===== src/rtl/uart_prog_loader.sv =====
// Purpose : 8N1 UART program loader; writes a checksummed image of 16-bit words into i_ram from address 0.
// Latency : o_w_en pulses the cycle after the D_LO stop-bit sample; o_done/o_cpu_hold update the cycle after the CSUM stop sample.
// Backpr. : none; the serial source is unthrottled, and bytes that arrive while DONE or IDLE are dropped.
//
// Ports:
//   i_clk       system clock
//   i_reset_n   asynchronous active-low reset
//   i_rx        UART receive line (idle high, asynchronous to i_clk)
//   i_load_en   1 = wait for an image, 0 = release the CPU straight away (ROM boot); sampled only in IDLE
//   o_w_addr    i_ram write address
//   o_w_data    i_ram write data
//   o_w_en      i_ram write strobe, one cycle per word
//   o_cpu_hold  1 = hold the CPU in reset
//   o_busy      frame in progress (sync byte seen, checksum not yet resolved)
//   o_done      sticky: verified image loaded
//   o_err       sticky: last frame failed; cleared by the next sync byte
module uart_prog_loader #(
  parameter int CLKS_PER_BIT = 104,
  parameter int ADDR_W       = 12,
  parameter int TIMEOUT_BITS = 32
) (
  input  logic              i_clk,
  input  logic              i_reset_n,
  input  logic              i_rx,
  input  logic              i_load_en,
  output logic [ADDR_W-1:0] o_w_addr,
  output logic [15:0]       o_w_data,
  output logic              o_w_en,
  output logic              o_cpu_hold,
  output logic              o_busy,
  output logic              o_done,
  output logic              o_err
);

  localparam int                CNT_W     = $clog2(CLKS_PER_BIT);
  localparam logic [CNT_W-1:0]  HALF_LAST = CNT_W'(CLKS_PER_BIT / 2 - 1);
  localparam logic [CNT_W-1:0]  BIT_LAST  = CNT_W'(CLKS_PER_BIT - 1);
  localparam int                TO_CYC    = TIMEOUT_BITS * CLKS_PER_BIT;
  localparam int                TO_W      = $clog2(TO_CYC);
  localparam logic [TO_W-1:0]   TO_LAST   = TO_W'(TO_CYC - 1);
  localparam logic [16:0]       MAX_WORDS = 17'd1 << ADDR_W;
  localparam logic [7:0]        SYNC_BYTE = 8'hA5;

  typedef enum logic [1:0] {RX_IDLE, RX_START, RX_DATA, RX_STOP} rx_state_t;
  typedef enum logic [2:0] {
    F_IDLE, F_WAIT_SYNC, F_LEN_H, F_LEN_L, F_DATA_H, F_DATA_L, F_CSUM, F_DONE
  } fr_state_t;

  // ---------------- RX front end ----------------
  logic             r_rx_meta, r_rx_sync, r_rx_prev;
  rx_state_t        r_rx_state, w_rx_state_nxt;
  logic [CNT_W-1:0] r_cnt, w_cnt_nxt;
  logic [2:0]       r_bit_idx, w_bit_idx_nxt;
  logic [7:0]       r_shift, w_shift_nxt;
  logic             w_byte_vld, w_frame_err, w_fall;

  assign w_fall = r_rx_prev & ~r_rx_sync;

  always_ff @(posedge i_clk or negedge i_reset_n) begin
    if (!i_reset_n) begin
      r_rx_meta  <= 1'b1;
      r_rx_sync  <= 1'b1;
      r_rx_prev  <= 1'b1;
      r_rx_state <= RX_IDLE;
      r_cnt      <= '0;
      r_bit_idx  <= '0;
      r_shift    <= '0;
    end else begin
      r_rx_meta  <= i_rx;
      r_rx_sync  <= r_rx_meta;
      r_rx_prev  <= r_rx_sync;
      r_rx_state <= w_rx_state_nxt;
      r_cnt      <= w_cnt_nxt;
      r_bit_idx  <= w_bit_idx_nxt;
      r_shift    <= w_shift_nxt;
    end
  end

  always_comb begin
    w_rx_state_nxt = r_rx_state;
    w_cnt_nxt      = r_cnt + 1'b1;
    w_bit_idx_nxt  = r_bit_idx;
    w_shift_nxt    = r_shift;
    w_byte_vld     = 1'b0;
    w_frame_err    = 1'b0;
    case (r_rx_state)
      RX_IDLE: begin
        w_cnt_nxt = '0;
        if (w_fall) w_rx_state_nxt = RX_START;
      end
      RX_START: begin
        // Mid-start-bit resample: a line already back high was a glitch.
        if (r_cnt == HALF_LAST) begin
          w_cnt_nxt     = '0;
          w_bit_idx_nxt = '0;
          w_rx_state_nxt = r_rx_sync ? RX_IDLE : RX_DATA;
        end
      end
      RX_DATA: begin
        if (r_cnt == BIT_LAST) begin
          w_cnt_nxt     = '0;
          w_shift_nxt   = {r_rx_sync, r_shift[7:1]};
          w_bit_idx_nxt = r_bit_idx + 1'b1;
          if (r_bit_idx == 3'd7) w_rx_state_nxt = RX_STOP;
        end
      end
      RX_STOP: begin
        if (r_cnt == BIT_LAST) begin
          w_cnt_nxt      = '0;
          w_rx_state_nxt = RX_IDLE;
          w_byte_vld     = r_rx_sync;
          w_frame_err    = ~r_rx_sync;
        end
      end
      default: w_rx_state_nxt = RX_IDLE;
    endcase
  end

  // ---------------- Frame FSM ----------------
  fr_state_t         r_state, w_state_nxt;
  logic [ADDR_W-1:0] r_w_addr, w_w_addr_nxt;
  logic [ADDR_W-1:0] r_last, w_last_nxt;
  logic [15:0]       r_w_data, w_w_data_nxt;
  logic              r_w_en, w_w_en_nxt;
  logic              r_cpu_hold, w_cpu_hold_nxt;
  logic              r_busy, w_busy_nxt;
  logic              r_done, w_done_nxt;
  logic              r_err, w_err_nxt;
  logic [7:0]        r_len_hi, w_len_hi_nxt;
  logic [7:0]        r_hi, w_hi_nxt;
  logic [7:0]        r_sum, w_sum_nxt;
  logic [TO_W-1:0]   r_to, w_to_nxt;
  logic [15:0]       w_len;
  logic              w_in_frame, w_to_hit;

  assign w_len      = {r_len_hi, r_shift};
  assign w_in_frame = (r_state == F_LEN_H) || (r_state == F_LEN_L) || (r_state == F_DATA_H) ||
                      (r_state == F_DATA_L) || (r_state == F_CSUM);
  assign w_to_hit   = w_in_frame && (r_to == TO_LAST);

  always_ff @(posedge i_clk or negedge i_reset_n) begin
    if (!i_reset_n) begin
      r_state    <= F_IDLE;
      r_w_addr   <= '0;
      r_last     <= '0;
      r_w_data   <= '0;
      r_w_en     <= 1'b0;
      r_cpu_hold <= 1'b1;
      r_busy     <= 1'b0;
      r_done     <= 1'b0;
      r_err      <= 1'b0;
      r_len_hi   <= '0;
      r_hi       <= '0;
      r_sum      <= '0;
      r_to       <= '0;
    end else begin
      r_state    <= w_state_nxt;
      r_w_addr   <= w_w_addr_nxt;
      r_last     <= w_last_nxt;
      r_w_data   <= w_w_data_nxt;
      r_w_en     <= w_w_en_nxt;
      r_cpu_hold <= w_cpu_hold_nxt;
      r_busy     <= w_busy_nxt;
      r_done     <= w_done_nxt;
      r_err      <= w_err_nxt;
      r_len_hi   <= w_len_hi_nxt;
      r_hi       <= w_hi_nxt;
      r_sum      <= w_sum_nxt;
      r_to       <= w_to_nxt;
    end
  end

  always_comb begin
    w_state_nxt    = r_state;
    w_w_addr_nxt   = r_w_addr;
    w_last_nxt     = r_last;
    w_w_data_nxt   = r_w_data;
    w_w_en_nxt     = 1'b0;
    w_cpu_hold_nxt = r_cpu_hold;
    w_busy_nxt     = r_busy;
    w_done_nxt     = r_done;
    w_err_nxt      = r_err;
    w_len_hi_nxt   = r_len_hi;
    w_hi_nxt       = r_hi;
    w_sum_nxt      = r_sum;
    w_to_nxt       = w_in_frame ? r_to + 1'b1 : '0;

    // Saturating advance: the length check makes the top address the last write, so no wrap.
    if (r_w_en && (r_w_addr != '1)) w_w_addr_nxt = r_w_addr + 1'b1;

    case (r_state)
      F_IDLE: begin
        if (i_load_en) w_state_nxt    = F_WAIT_SYNC;
        else           w_cpu_hold_nxt = 1'b0;
      end
      F_WAIT_SYNC: begin
        if (w_frame_err) begin
          w_err_nxt = 1'b1;
        end else if (w_byte_vld && (r_shift == SYNC_BYTE)) begin
          w_state_nxt  = F_LEN_H;
          w_busy_nxt   = 1'b1;
          w_err_nxt    = 1'b0;
          w_sum_nxt    = '0;
          w_w_addr_nxt = '0;
        end
      end
      F_DONE: ;
      default: begin
        if (w_frame_err || (w_to_hit && !w_byte_vld)) begin
          w_state_nxt = F_WAIT_SYNC;
          w_err_nxt   = 1'b1;
          w_busy_nxt  = 1'b0;
        end else if (w_byte_vld) begin
          w_to_nxt  = '0;
          w_sum_nxt = r_sum + r_shift;
          case (r_state)
            F_LEN_H: begin
              w_len_hi_nxt = r_shift;
              w_state_nxt  = F_LEN_L;
            end
            F_LEN_L: begin
              if ((w_len == 16'd0) || ({1'b0, w_len} > MAX_WORDS)) begin
                w_state_nxt = F_WAIT_SYNC;
                w_err_nxt   = 1'b1;
                w_busy_nxt  = 1'b0;
              end else begin
                w_last_nxt  = ADDR_W'(w_len - 16'd1);
                w_state_nxt = F_DATA_H;
              end
            end
            F_DATA_H: begin
              w_hi_nxt    = r_shift;
              w_state_nxt = F_DATA_L;
            end
            F_DATA_L: begin
              w_w_data_nxt = {r_hi, r_shift};
              w_w_en_nxt   = 1'b1;
              w_state_nxt  = (r_w_addr == r_last) ? F_CSUM : F_DATA_H;
            end
            F_CSUM: begin
              w_busy_nxt = 1'b0;
              if (r_sum == r_shift) begin
                w_state_nxt    = F_DONE;
                w_done_nxt     = 1'b1;
                w_cpu_hold_nxt = 1'b0;
              end else begin
                w_state_nxt = F_WAIT_SYNC;
                w_err_nxt   = 1'b1;
              end
            end
            default: w_state_nxt = F_WAIT_SYNC;
          endcase
        end
      end
    endcase
  end

  assign o_w_addr   = r_w_addr;
  assign o_w_data   = r_w_data;
  assign o_w_en     = r_w_en;
  assign o_cpu_hold = r_cpu_hold;
  assign o_busy     = r_busy;
  assign o_done     = r_done;
  assign o_err      = r_err;

endmodule

===== config.mk =====
export PLATFORM = sky130hd
export DESIGN_NAME = uart_prog_loader
export DESIGN_NICKNAME = d
export VERILOG_FILES = /design/src/rtl/uart_prog_loader.sv
export SDC_FILE = /design/constraint.sdc
export NUM_CORES = 1
export LEC_CHECK = 0
export BUFFER_PORTS_ARGS = -buffer_cell sky130_fd_sc_hd__buf_2
export CORE_ASPECT_RATIO = 0.7
export CORE_MARGIN = 2
export CORE_UTILIZATION = 25
export CTS_CLUSTER_SIZE = 16
export DETAILED_ROUTE_END_ITERATION = 8
export HOLD_SLACK_MARGIN = 0.15
export PLACE_DENSITY = 0.46
export SLEW_MARGIN = 20
export SYNTH_ARGS = -nofsm -noshare
export SYNTH_HDL_FRONTEND = slang
export SYNTH_SLANG_ARGS = --single-unit

===== constraint.sdc =====
create_clock -name i_clk -period 4 [get_ports i_clk]
set_input_delay 0.4 -clock i_clk [delete_from_list [all_inputs] [get_ports i_clk]]
set_output_delay 0.4 -clock i_clk [all_outputs]
set_load 0.02 [all_outputs]

==> metrics <==
WS Path Type reg -> reg; HPWL after detailed placement 8.97 mm; TritonCTS clock tree done; clk_skew 0.00754 ns; Post-synth top flop dfrtp_1; antenna diode count 0; Crit Reg-Reg Endpoint r_last[7]; Worst-path clk slew 0.07 ns; root buffer cell clkbuf_16; slowest CP cell or3_1; highest clock rate 0.347 GHz; Final Hold Viols 0; pwr dens 376 mW/mm^2; R2R setup slack 1.12 ns; Final setup viols 0; DR DRC count 0; vias per cell 4.61; Layout area overhead 14.6%; Syn Std Cell Area 0.00545 sq mm; post-route worst setup slack 1.12 ns; H-tree lvl count 3; Yosys top cell area share 0.473; CTS Buf Count 9; ratio of cells with drive above 1 in the final layout 0.217; first-pass iteration count of the detailed router 5; vias in the first global route 3761; Avg Inst Size Synth 10.6 sq um; R2R depth 7; critical path capture point type flop; Mapped Cells 516; Slew HR 0.443; worst skew pair latency 0.35 ns; HP Class reg -> reg; Worst Path Arrival 3.11 ns; post-synth net total 535; first-pass GRT wire length 20.3 mm; Core ar. 0.0216 sq mm; IR drop worst, VDD 0.202 mV; Port Buffers 36; Worst Hold Launch r_rx_meta; DRT iter0 DRCs 241; max-slew violations 0; status completed; Initial Util 0.253; CP required 4.23 ns; register bit total from synthesis 107; largest stage delay on the critical path 0.69 ns; Synth async-reset ratio 1.00; Slew @ Worst Pin 0.827 ns; Fin Setup TNS 0 ns; floorplan row count 45; total die area 0.0230 sq mm; MaxCap Viol Count 0; RSZ-0062 raised after global routing false; Die Y 128 um; YS warnings 0; GRT overflow 0; IO Count 37; Setup WS pre-CTS 1.10 ns; Hold EP r_rx_sync; Yosys top cell by area dfrtp_1; initial antenna violation count 0; ranking of synthesized cells by area dfrtp_1 (47%), mux2_2 (6.2%), xnor2_1 (4.0%), xor2_1 (4.0%), nor2_1 (3.6%); count leader, synth dfrtp_1; GPL Wtd Cong 0.828; clk sinks 107; via count 3855; Yosys cell types 58; Period Utilization, post-route 0.720; fin nets 568; Crit Reg-Reg Startpoint r_shift[2]; Lkg Pwr 2.94 nW; worst-path fanout max 15; Routed Antenna Nets 0; hold path depth 0; Fillers 2237; critical path cell sequence or4_4 > nor4_4 > xor2_2 > or3_1 > buf_4 > nand2_2 > o21ai_2; final WL 12.3 mm; maximum clock path buffer count 2; Post-synth EDFFs 0; Total GRT Usage 0.110; Post-synth top cells dfrtp_1 (103), nor2_1 (53), mux2_2 (30), nand3_1 (30), nand2_1 (29); Critical Path Source Type flop; Die W 181 um; Tmin final 2.88 ns; Avg WL per Cell 14.7 um; post-layout util 0.290; largest net degree at the start of global routing 51; sequential element share of the synthesized area 0.492
## stage by stage
step | hold slack, ns | cells | power (W) | cell area [sq um]
4_1_cts | 0.370 | 836 | 0.00239 | 6250
3_5_place_dp | 0.352 | 818 | 0.00139 | 5900
3_3_place_gp | 0.349 | 818 | 0.00139 | 5900
5_1_grt | 0.374 | 836 | 0.00246 | 6250
6_report | 0.367 | 836 | 0.00235 | 6250
2_1_floorplan | 0.104 | 516 | 0.00134 | 5450
## state kept, by name, summed over array words and instances (netlist names), 3 cells and up, named ones only
signal / cells
o_w_addr: 12
o_w_data: 16
r_bit_idx: 3
r_cnt: 7
r_hi: 8
r_last: 12
r_len_hi: 8
r_shift: 8
r_state: 3
r_sum: 8
r_to: 12
## critical path: cells and delay by family (launching register included)
family / cells / cell delay, ns
AOI/OAI and AO/OA: 1 / 0.05
xor gates and xnor gates: 1 / 0.14
buffers and inverters: 1 / 0.33
DFF: 1 / 0.53
and+or+nand+nor: 4 / 1.69
## power breakdown
group,total (W),internal [W],switching (W)
registers,0.00120,0.00113,0.0000733
clock network,0.000979,0.000571,0.000409
logic,0.000170,0.0000705,0.0000993
## routing by layer
metal	share of wire	track usage	vias to the layer above	wire length (um)
li1	-	-	1877	-
met1	0.52	0.161	1892	6350
met2	0.44	0.166	78	5450
met3	0.031	0.0202	8	385
met4	0.012	0.0327	0	144
met5	0	0	-	0
## layout by cell type (no fill, tap or decap), types with 2 or more instances in the layout
cell type and instances:
a21oi_1 16, a31oi_1 4, and3_1 9, buf_2 35
buf_4 6, bufinv_16 2, clkbuf_16 9, clkinvlp_4 2
dfrtp_1 103, dfstp_2 4, dlygate4sd3_1 2, ha_1 14
inv_1 17, mux2_1 6, mux2_2 30, mux2i_1 3
nand2_1 29, nand2_2 11, nand2b_1 2, nand3_1 30
nand3b_1 2, nand4_1 8, nand4bb_1 2, nor2_1 52
nor2b_1 2, nor3_1 14, nor3b_1 3, nor4_1 7
nor4_4 2, o211ai_1 4, o21a_1 4, o21ai_0 19
o21ai_2 11, o22ai_1 4, o31ai_1 4, or3_1 6
or4_1 2, xnor2_1 25, xor2_1 25
## repair_timing
item,in CTS,in global routing
resized for setup,0,0
endpoints found under the hold margin,45,0
hold buffers,2,0
setup buffers,0,0
## worst max-delay path by stage
stage,startpoint,end,slack (ns),depth (start not counted)
2_1_floorplan,r_shift[2],r_last[9],1.62,7
3_3_place_gp,r_shift[2],r_last[2],1.18,7
3_5_place_dp,r_shift[2],r_last[7],1.10,7
4_1_cts,r_shift[2],r_last[7],1.09,7
5_1_grt,r_shift[1],r_last[7],0.91,9
6_report,r_shift[2],r_last[7],1.12,7
## cell families (layout without fill, tap and decap cells)
family | after synthesis | count (layout) | share of synthesized area
fa+ha+maj | 15 | 15 | 0.0358
mux | 39 | 39 | 0.0798
buf+inv | 38 | 76 | 0.0356
simple gates | 189 | 189 | 0.181
compound gates | 77 | 77 | 0.0925
flops | 107 | 107 | 0.492
xor+xnor | 51 | 51 | 0.0833
## cell type report
type | count | area, sq um | share of cell area
clock buffers | 11 | 243 | 0.0388
flip-flops and latches | 107 | 2680 | 0.429
repair buffers | 43 | 240 | 0.0384
inverters | 17 | 63.8 | 0.0102
clock inverters | 5 | 86.3 | 0.0138
well taps | 282 | 353 | 0.0565
multi-input cells | 371 | 2580 | 0.413
No activity file was read; power rests on OpenSTA's default activity.
